### config.mk
export PLATFORM = sky130hd
export DESIGN_NAME = vshift_operand_stage_flat
export DESIGN_NICKNAME = d
export VERILOG_FILES = /design/src/rtl/vshift_operand_stage_if.sv /design/src/rtl/vshift_operand_stage.sv /design/src/flat_wrapper.sv
export SDC_FILE = /design/constraint.sdc
export NUM_CORES = 1
export LEC_CHECK = 0
export ABC_AREA = 1
export CAP_MARGIN = 15
export CORE_AREA = 2 2 231 233
export CTS_CLUSTER_DIAMETER = 100
export CTS_CLUSTER_SIZE = 16
export DETAILED_ROUTE_END_ITERATION = 16
export DIE_AREA = 0 0 233 235
export DONT_BUFFER_PORTS = 1
export SYNTH_ARGS = -nofsm -noshare
export SYNTH_HDL_FRONTEND = slang
export SYNTH_SLANG_ARGS = --single-unit
### constraint.sdc
create_clock -name clk_i -period 1.9 [get_ports clk_i]
set_clock_uncertainty 0.2 [all_clocks]
set_input_delay 0.285 -clock clk_i [delete_from_list [all_inputs] [get_ports clk_i]]
set_output_delay 0.285 -clock clk_i [all_outputs]
set_load 0.02 [all_outputs]
### src/rtl/vshift_operand_stage_if.sv
// Handshake and operand bus between the request source, the operand stage and the vector shifters.
// The stage uses the slave view; the producer/consumer side uses the master view.
interface vshift_operand_stage_if #(
    parameter int DATA_W = 128,
    parameter int XLEN   = 64,
    parameter int IMM_W  = 5
);
    logic              flush_i;
    logic              valid_i;
    logic              ready_o;
    logic [2:0]        vsew_i;
    logic [1:0]        op_i;
    logic [1:0]        src_sel_i;
    logic [DATA_W-1:0] vs2_i;
    logic [DATA_W-1:0] vs1_i;
    logic [XLEN-1:0]   rs1_i;
    logic [IMM_W-1:0]  imm_i;
    logic              valid_o;
    logic              ready_i;
    logic [2:0]        vsew_o;
    logic [1:0]        op_o;
    logic [DATA_W-1:0] a_o;
    logic [DATA_W-1:0] b_o;
    logic              err_o;

    modport slave (
        input  flush_i, valid_i, vsew_i, op_i, src_sel_i, vs2_i, vs1_i, rs1_i, imm_i, ready_i,
        output ready_o, valid_o, vsew_o, op_o, a_o, b_o, err_o
    );

    modport master (
        output flush_i, valid_i, vsew_i, op_i, src_sel_i, vs2_i, vs1_i, rs1_i, imm_i, ready_i,
        input  ready_o, valid_o, vsew_o, op_o, a_o, b_o, err_o
    );
endinterface

### src/rtl/vshift_operand_stage.sv
// Shift-operand formatter: selects and broadcasts the shift amount, masks it to log2(SEW) bits,
// and hands a/b/vsew/op to the shifters through a 2-entry skid buffer with a registered ready.
module vshift_operand_stage #(
    parameter int DATA_W = 128,
    parameter int XLEN   = 64,
    parameter int IMM_W  = 5
) (
    input  logic                    clk_i,
    input  logic                    rst_i,
    vshift_operand_stage_if.slave   bus
);
    typedef struct packed {
        logic              err;
        logic [2:0]        vsew;
        logic [1:0]        op;
        logic [DATA_W-1:0] a;
        logic [DATA_W-1:0] b;
    } entry_t;

    typedef enum logic [1:0] {EMPTY, ONE, FULL} state_t;

    state_t state_reg;
    entry_t main_reg;
    entry_t skid_reg;
    logic   ready_reg;

    logic [63:0]              rs1_z;
    logic [63:0]              imm_z;
    logic [3:0][DATA_W-1:0]   b_sew;
    logic                     err_in;
    entry_t                   in_entry;
    logic                     push;
    logic                     pop;

    assign rs1_z = 64'(bus.rs1_i[XLEN-1:0]);
    assign imm_z = {{(64-IMM_W){1'b0}}, bus.imm_i};

    // One candidate amount vector per legal SEW; each lane keeps only its low log2(SEW) bits.
    genvar gw, gi;
    generate
        for (gw = 0; gw < 4; gw++) begin : g_sew
            localparam int W = 8 << gw;
            for (gi = 0; gi < DATA_W / W; gi++) begin : g_lane
                logic [W-1:0] lane;
                assign lane = (bus.src_sel_i == 2'b00) ? bus.vs1_i[gi*W +: W] :
                              (bus.src_sel_i == 2'b01) ? rs1_z[W-1:0] : imm_z[W-1:0];
                assign b_sew[gw][gi*W +: W] = lane & W'(W - 1);
            end
        end
    endgenerate

    assign err_in = bus.vsew_i[2] | (bus.src_sel_i == 2'b11);

    always_comb begin
        in_entry      = '0;
        in_entry.err  = err_in;
        in_entry.vsew = bus.vsew_i;
        in_entry.op   = bus.op_i;
        in_entry.a    = bus.vs2_i;
        in_entry.b    = err_in ? '0 : b_sew[bus.vsew_i[1:0]];
    end

    assign push = bus.valid_i && ready_reg;
    assign pop  = (state_reg != EMPTY) && bus.ready_i;

    always_ff @(posedge clk_i) begin
        if (rst_i) begin
            state_reg <= EMPTY;
            ready_reg <= 1'b1;
            main_reg  <= '0;
            skid_reg  <= '0;
        end else if (bus.flush_i) begin
            state_reg <= EMPTY;
            ready_reg <= 1'b1;
        end else begin
            case (state_reg)
                EMPTY: begin
                    if (push) begin
                        main_reg  <= in_entry;
                        state_reg <= ONE;
                    end
                    ready_reg <= 1'b1;
                end
                ONE: begin
                    if (push && !pop) begin
                        skid_reg  <= in_entry;
                        state_reg <= FULL;
                        ready_reg <= 1'b0;
                    end else if (push && pop) begin
                        main_reg  <= in_entry;
                        ready_reg <= 1'b1;
                    end else if (pop) begin
                        state_reg <= EMPTY;
                        ready_reg <= 1'b1;
                    end
                end
                FULL: begin
                    // ready is low here, so only the drain path exists
                    if (pop) begin
                        main_reg  <= skid_reg;
                        state_reg <= ONE;
                        ready_reg <= 1'b1;
                    end
                end
                default: begin
                    state_reg <= EMPTY;
                    ready_reg <= 1'b1;
                end
            endcase
        end
    end

    assign bus.ready_o = ready_reg;
    assign bus.valid_o = (state_reg != EMPTY);
    assign bus.err_o   = main_reg.err;
    assign bus.vsew_o  = main_reg.vsew;
    assign bus.op_o    = main_reg.op;
    assign bus.a_o     = main_reg.a;
    assign bus.b_o     = main_reg.b;
endmodule

### src/flat_wrapper.sv
// flat-port wrapper written by rule: the top's interface ports become plain ports
module vshift_operand_stage_flat 
#(
    parameter int DATA_W = 128,
    parameter int XLEN   = 64,
    parameter int IMM_W  = 5
)
  (clk_i, rst_i, bus_flush_i, bus_valid_i, bus_vsew_i, bus_op_i, bus_src_sel_i, bus_vs2_i, bus_vs1_i, bus_rs1_i, bus_imm_i, bus_ready_i, bus_ready_o, bus_valid_o, bus_vsew_o, bus_op_o, bus_a_o, bus_b_o, bus_err_o);
  vshift_operand_stage_if #(.DATA_W(DATA_W), .XLEN(XLEN), .IMM_W(IMM_W)) bus_i ();
  input  logic clk_i;
  input  logic rst_i;
  input wire logic [$bits(bus_i.flush_i)-1:0] bus_flush_i;
  input wire logic [$bits(bus_i.valid_i)-1:0] bus_valid_i;
  input wire logic [$bits(bus_i.vsew_i)-1:0] bus_vsew_i;
  input wire logic [$bits(bus_i.op_i)-1:0] bus_op_i;
  input wire logic [$bits(bus_i.src_sel_i)-1:0] bus_src_sel_i;
  input wire logic [$bits(bus_i.vs2_i)-1:0] bus_vs2_i;
  input wire logic [$bits(bus_i.vs1_i)-1:0] bus_vs1_i;
  input wire logic [$bits(bus_i.rs1_i)-1:0] bus_rs1_i;
  input wire logic [$bits(bus_i.imm_i)-1:0] bus_imm_i;
  input wire logic [$bits(bus_i.ready_i)-1:0] bus_ready_i;
  output wire logic [$bits(bus_i.ready_o)-1:0] bus_ready_o;
  output wire logic [$bits(bus_i.valid_o)-1:0] bus_valid_o;
  output wire logic [$bits(bus_i.vsew_o)-1:0] bus_vsew_o;
  output wire logic [$bits(bus_i.op_o)-1:0] bus_op_o;
  output wire logic [$bits(bus_i.a_o)-1:0] bus_a_o;
  output wire logic [$bits(bus_i.b_o)-1:0] bus_b_o;
  output wire logic [$bits(bus_i.err_o)-1:0] bus_err_o;
  assign bus_i.flush_i = bus_flush_i;
  assign bus_i.valid_i = bus_valid_i;
  assign bus_i.vsew_i = bus_vsew_i;
  assign bus_i.op_i = bus_op_i;
  assign bus_i.src_sel_i = bus_src_sel_i;
  assign bus_i.vs2_i = bus_vs2_i;
  assign bus_i.vs1_i = bus_vs1_i;
  assign bus_i.rs1_i = bus_rs1_i;
  assign bus_i.imm_i = bus_imm_i;
  assign bus_i.ready_i = bus_ready_i;
  assign bus_ready_o = bus_i.ready_o;
  assign bus_valid_o = bus_i.valid_o;
  assign bus_vsew_o = bus_i.vsew_o;
  assign bus_op_o = bus_i.op_o;
  assign bus_a_o = bus_i.a_o;
  assign bus_b_o = bus_i.b_o;
  assign bus_err_o = bus_i.err_o;
  vshift_operand_stage #(.DATA_W(DATA_W), .XLEN(XLEN), .IMM_W(IMM_W)) u_core (.clk_i(clk_i), .rst_i(rst_i), .bus(bus_i));
endmodule
==> results.json, run 1 <==
{
  "muxShareOfSynthArea": 0,
  "yosys.area_share.simple": 0.3618,
  "rsz0062_at_grt": "true",
  "fin_ws_ps": -108.2,
  "seqPwrFrac": 0.461,
  "power.switching_uw": 7290,
  "die-height_um": 235,
  "remaining_drc_errors": 0,
  "synth_cell_types": 28,
  "slew_headroom": 0.5900,
  "io_pins": 601,
  "synthAdderAreaFrac": 0.002673,
  "r2r_end": "u_core.bus.a_o[110]",
  "drtPass1Iterations": 6,
  "cp-start-kind": "flip-flop",
  "worst_pin_slew_ps": 615.0,
  "vias": 20018,
  "max_clock_freq_mhz": 498.0,
  "synth_edf_count": 0,
  "netlist_area_mm2": 0.01872,
  "largest_reg_flops": 196,
  "hpwl_mm": 42.78,
  "syn2layout_area_growth_pct": 35.18,
  "place_congestion": 0.8789,
  "p_sw_frac": 0.3387,
  "fillers": 4956,
  "grt_max_degree": 137,
  "dieArea_mm2": 0.05476,
  "clock_power_share": 0.270,
  "drive_gt1_frac": 0.1168,
  "violations": "negative hold slack, negative setup slack",
  "cts_root_buffer": "clkbuf_16",
  "first_iter_violations": 2010,
  "r2r_slack_ps": -110,
  "design.core.area_mm2": 0.05224,
  "drtAntennaViolNets": 0,
  "worstPathMaxFanout": 9,
  "overflow": 0,
  "fin_crit_ps": 2008,
  "die_w_um": 233,
  "holdCritPathClass": "in2reg",
  "power.leakage_uw": 0.01083,
  "pwr-share-comb": 0.269,
  "r2r-start": "u_core.state_reg[0]",
  "rows": 84,
  "reg2regPathDepth": 10,
  "cts_sinks": 395,
  "synthArstFlopShare": 0,
  "cap_violations": 0,
  "cts_made_buffers": 29,
  "grt_pass1_wl_mm": 106.9,
  "hold-path-endpoint": "u_core.bus.a_o[44]",
  "intPower_uw": 14230,
  "arrival_ps": 2340,
  "min_path_cells": 1,
  "timing.hold.ws_ps": -453.0,
  "cts.clk_slew.worst_paths_ps": 80,
  "multi_input_area_mm2": 0.009344,
  "clock_latency_ps": 610,
  "yosys_warnings": 0,
  "worstSetupEndpointType": "flip-flop",
  "seq_area_mm2": 0.007910,
  "gr-usage-all-layers": 0.2461,
  "grt_pass1_vias": 18565,
  "finalHoldViolCount": 134,
  "synth_area_per_cell_um2": 6.612,
  "slew_viol_final": 0,
  "nNetsFinal": 3430,
  "status": "complete, but fails checks",
  "port-buffer-count": 0,
  "cts_max_level": 1,
  "synth_ff_type": "dfxtp_1",
  "pre_cts_ws_ps": -289.3,
  "p_per_area_mw_per_mm2": 850.4,
  "cts_tree": "done",
  "antenna_found_initial": 3,
  "start_util": 0.3585,
  "vias_per_cell": 5.293,
  "ys_seq_area_frac": 0.4223,
  "fin_tns_setup_ps": -15010,
  "worstPathRequired_ps": 2230,
  "setup.worst_path.class": "reg2reg",
  "wl_per_cell_um": 19.40,
  "synth_compound_area_frac": 0.1049,
  "ir_worst_vdd_uv": 696.5,
  "finalSetupViolCount": 336,
  "ys_seq_elements": 395,
  "synth_top_family_by_area": "simple AND/OR/NAND/NOR gates",
  "synth_xor_area_frac": 0,
  "finalCritPeriodShare": 1.057,
  "clk_path_buf_depth": 3,
  "holdCritStartpoint": "rst_i",
  "synth_cells": 2832,
  "final_util": 0.4846,
  "wirelength_mm": 73.35
}
## worst max-delay path by stage
stage,slack (ps),start,to
after floorplan,4,u_core.state_reg[0],u_core.skid_reg[197]
after global placement,-230,u_core.state_reg[0],u_core.skid_reg[229]
after detailed placement,-290,u_core.state_reg[0],u_core.skid_reg[240]
after CTS,-90,u_core.state_reg[1],u_core.bus.a_o[38]
after global routing,-190,u_core.state_reg[0],u_core.bus.a_o[35]
final,-110,u_core.state_reg[0],u_core.bus.a_o[110]
## power by group through the flow
| stage | Combinational, µW | Clock [µW] | Sequential [µW] |
|---|---|---|---|
| final | 5790 | 5820 | 9910 |
| after detailed placement | 3960 | 0 | 10100 |
| after global placement | 3890 | 0 | 10100 |
| after floorplan | 2780 | 0 | 9900 |
| after CTS | 5410 | 5980 | 9910 |
| after global routing | 6260 | 6250 | 9980 |
## cell families (layout without fill, tap and decap cells)
group | count (synthesis) | after routing
and+or+nand+nor | 1609 | 1609
buffers and inverters | 431 | 625
DFF | 395 | 395
AOI/OAI and AO/OA | 392 | 392
adders and majority gates | 4 | 4
other | 1 | 69
## synth_stat cells, types with 2 or more instances
cell / instances / area [µm²]
or2_2: 13 / 81.33
or2_0: 2 / 12.51
buf_2: 102 / 510.5
ha_1: 4 / 50.05
nor2_2: 2 / 12.51
nand2_1: 802 / 3010
clkbuf_2: 3 / 15.01
o21ai_0: 188 / 940.9
nor3_1: 43 / 215.2
buf_1: 14 / 52.55
nand3_1: 63 / 315.3
nand2_2: 6 / 37.54
inv_1: 133 / 499.2
nor2_4: 2 / 22.52
buf_4: 73 / 548.0
clkbuf_1: 99 / 371.6
a21oi_1: 191 / 955.9
o21ai_1: 12 / 60.06
inv_2: 7 / 26.28
dfxtp_1: 395 / 7908
nor2_1: 474 / 1779
nand4_1: 198 / 1239
## worst max-delay path, stage by stage, from the launching register on
cell     delay (ps)
dfxtp_2         370
inv_4            60
ha_4            170
nor2_4          140
nand2_4          80
nand2_8          80
buf_12          170
buf_16          180
buf_4           170
nand4_1         130
a21oi_1         170
## metrics by stage
stage	hold WS [ps]	std cells	area, µm²	total power, µW
3_3_place_gp	168.3	3433	19950	13980
2_1_floorplan	224.6	2897	18970	12690
6_report	-453.0	3782	25310	21520
3_5_place_dp	166.3	3433	19950	14060
5_1_grt	-483.4	3782	25310	22480
4_1_cts	-484.4	3750	24480	21300
## final cells by class
type                            instances  area share
Antenna cell                            3   0.0002966
Clock buffer                           29     0.02867
Clock inverter                          4    0.001582
Inverter                              140     0.02126
Multi-Input combinational cell       2071      0.3692
Sequential cell                       395      0.3125
Tap cell                              688     0.03401
Timing Repair Buffer                  452      0.2325
## cells in the final DEF (no fill, tap or decap), drive strengths merged
master,count
dfxtp,395
buf,207
bufbuf,7
inv,141
nor2,478
clkbuf,46
clkinvlp,2
diode,3
nand2,808
nand3,65
o211ai,1
clkinv,1
conb,66
nor3,44
ha,4
nand4,198
or2,16
dlygate4sd3,219
a21oi,191
o21ai,200
dlymetal6s4s,2
## metal layers
| layer | up-vias | global-route usage | routed length (µm) |
|---|---|---|---|
| met5 | - | 0 | 0 |
| met4 | 0 | 0.1044 | 3020 |
| met3 | 189 | 0.06481 | 6908 |
| met2 | 952 | 0.4013 | 33630 |
| met1 | 9345 | 0.3053 | 29800 |
| li1 | 9532 | - | - |
## what timing repair did
| item | in CTS | in global routing |
|---|---|---|
| endpoints found under the setup margin | 394 | 392 |
| buffers inserted | 37 | 8 |
| gates cloned | 29 | 20 |
| hold buffers | 220 | 1 |
| pin swaps | 38 | 59 |
| resized for setup | 107 | 156 |
| endpoints found under the hold margin | 395 | 137 |
(Power assumes the default switching activity.)
==> run 2: changes to the inputs <==
--- a/config.mk
+++ b/config.mk
@@ -13,6 +13,8 @@
 export DETAILED_ROUTE_END_ITERATION = 16
 export DIE_AREA = 0 0 233 235
 export DONT_BUFFER_PORTS = 1
+export PLACE_DENSITY_LB_ADDON = 0.05
 export SYNTH_ARGS = -nofsm -noshare
 export SYNTH_HDL_FRONTEND = slang
 export SYNTH_SLANG_ARGS = --single-unit
+export TNS_END_PERCENT = 1
==> results.json, run 2 (same netlist as run 1, synthesis figures left out) <==
{
  "status": "complete, but fails checks",
  "violations": "negative hold slack, negative setup slack",
  "cts.clk_slew.worst_paths_ps": 80,
  "drtAntennaViolNets": 0,
  "largest_reg_flops": 196,
  "grt_pass1_wl_mm": 107.9,
  "max_clock_freq_mhz": 492.0,
  "vias": 19189,
  "nNetsFinal": 3354,
  "finalSetupViolCount": 255,
  "slew_viol_final": 0,
  "pre_cts_ws_ps": -256.8,
  "port-buffer-count": 0,
  "rows": 84,
  "worstPathMaxFanout": 8,
  "grt_pass1_vias": 17968,
  "finalInstanceArea_mm2": 0.02407,
  "timing.hold.ws_ps": -445.3,
  "final_cell_mix": "nand2_1 (775), nor2_1 (454), dfxtp_1 (393)",
  "rsz0062_at_grt": "true",
  "total_power_uw": 21170,
  "grt_max_degree": 137,
  "cts_root_buffer": "clkbuf_16",
  "worstSetupEndpointType": "flip-flop",
  "cts_sinks": 395,
  "start_util": 0.3585,
  "io_pins": 601,
  "power.leakage_uw": 0.01028,
  "cts_max_level": 1,
  "dieArea_mm2": 0.05476,
  "clock_latency_ps": 600,
  "finalHoldViolCount": 134,
  "pwr-share-comb": 0.245,
  "p_sw_frac": 0.3427,
  "fin_ws_ps": -132.5,
  "worstPathRequired_ps": 2190,
  "design.core.area_mm2": 0.05224,
  "overflow": 0,
  "worst_pin_slew_ps": 660.0,
  "critPathSlowestCell": "dfxtp_4",
  "finalCritPeriodShare": 1.070,
  "remaining_drc_errors": 0,
  "fin_crit_ps": 2032,
  "place_congestion": 0.8731,
  "hpwl_mm": 44.06,
  "cpPeakStageDelay_ps": 400,
  "cap_violations": 0,
  "intPower_uw": 13920,
  "syn2layout_area_growth_pct": 28.53,
  "ir_worst_vdd_uv": 741.9,
  "drive_gt1_frac": 0.1061,
  "clock_power_share": 0.286,
  "cts_tree": "done",
  "holdCritPathClass": "in2reg",
  "cts_made_buffers": 29,
  "final_common_cell": "nand2_1",
  "slew_headroom": 0.5586,
  "power.switching_uw": 7256,
  "vias_per_cell": 5.175,
  "first_iter_violations": 1440,
  "setup.worst_path.class": "reg2reg",
  "arrival_ps": 2320,
  "wirelength_mm": 74.36,
  "clk_path_buf_depth": 3,
  "p_per_area_mw_per_mm2": 879.7,
  "die-height_um": 235,
  "antenna_found_initial": 6,
  "crit_chain": "inv_6 > ha_4 > inv_4 > nand2_4 > buf_6 > nand2_8 > nand3_4 > buf_12 > buf_8 > clkbuf_16 > nand2_1 > a21oi_1",
  "wl_per_cell_um": 20.05,
  "cp-start-kind": "flip-flop",
  "die_w_um": 233,
  "r2r_slack_ps": -130,
  "gr-usage-all-layers": 0.2470,
  "drtPass1Iterations": 5,
  "place_area_mm2": 0.01982,
  "seqPwrFrac": 0.469
}
-- run 2: changes by cell type in the layout (fill, tap and decap cells not counted), moves of 2 or more --
cell	change
o21ai_1	-43
nand2_2	+21
buf_4	-25
nand2_1	-20
o21ai_0	+49
buf_12	-7
a21oi_1	-7
clkbuf_16	-3
bufbuf_16	-7
a21oi_2	+7
buf_16	-18
clkinvlp_4	-2
o21ai_2	-6
dlygate4sd3_1	-14
-- run 2: critical path, delay by kind of cell, from the launching register on --
kind | cells | cell delay (ps)
buffers and inverters | 6 | 730
flip-flops | 1 | 400
AND/OR/NAND/NOR | 4 | 340
adder cells (fa/ha/maj) | 1 | 180
AO/OA/AOI/OAI | 1 | 50
-- run 2: layout make-up --
| cell class | instances | area [µm²] |
|---|---|---|
| fill | 5312 | 28170 |
| multi-input combinational | 2071 | 9361 |
| sequential | 395 | 7913 |
| timing repair buffer | 376 | 4591 |
| tap | 688 | 860.8 |
| clock buffer | 31 | 743.2 |
| inverter | 140 | 540.5 |
| clock inverter | 3 | 47.55 |
| antenna | 4 | 10.01 |
-- run 2: stage by stage --
| stage | instances | setup TNS (ps) | hold WS (ps) | utilization |
|---|---|---|---|---|
| finish | 3708 | -14520 | -445.3 | 0.4607 |
| floorplan | 2897 | 0 | 224.6 | - |
| detailed placement | 3421 | -71730 | 168.8 | 0.3794 |
| global placement | 3421 | -55430 | 167.7 | 0.3794 |
| global route | 3706 | -34510 | -461.0 | 0.4606 |
| CTS | 3690 | -9120 | -460.7 | 0.4487 |
-- run 2: layer usage --
layer,share of wire,GRT usage,vias up
li1,-,-,9354
met1,0.44,0.3315,9075
met2,0.46,0.4036,662
met3,0.080,0.05570,92
met4,0.019,0.05366,6
met5,0.00055,0,-
-- run 2: path summary, 6_finish.rpt --
| path | start | to | cells after the start |
|---|---|---|---|
| max | u_core.state_reg[0] | u_core.bus.a_o[70] | 12 |
| min | rst_i | u_core.bus.a_o[106] | 1 |
| max reg2reg | u_core.state_reg[0] | u_core.bus.a_o[70] | 12 |
| min reg2reg | u_core.skid_reg[261] | u_core.skid_reg[261] | 2 |
-- run 2: what timing repair did --
action | in CTS | in global routing
cloned | 10 | 17
endpoints found under the setup margin | 393 | 394
gates resized for setup | 109 | 113
endpoints found under the hold margin | 392 | 135
setup buffers | 19 | 3
hold buffers | 206 | 1
pin swaps | 98 | 91
-- run 2: power groups by stage --
stage	clock network (µW)	registers [µW]	logic [µW]
floorplan	0	9900	2780
global placement	0	10100	3900
CTS	6230	9930	4640
finish	6050	9940	5190
global route	6500	10000	5650
detailed placement	0	10100	3930
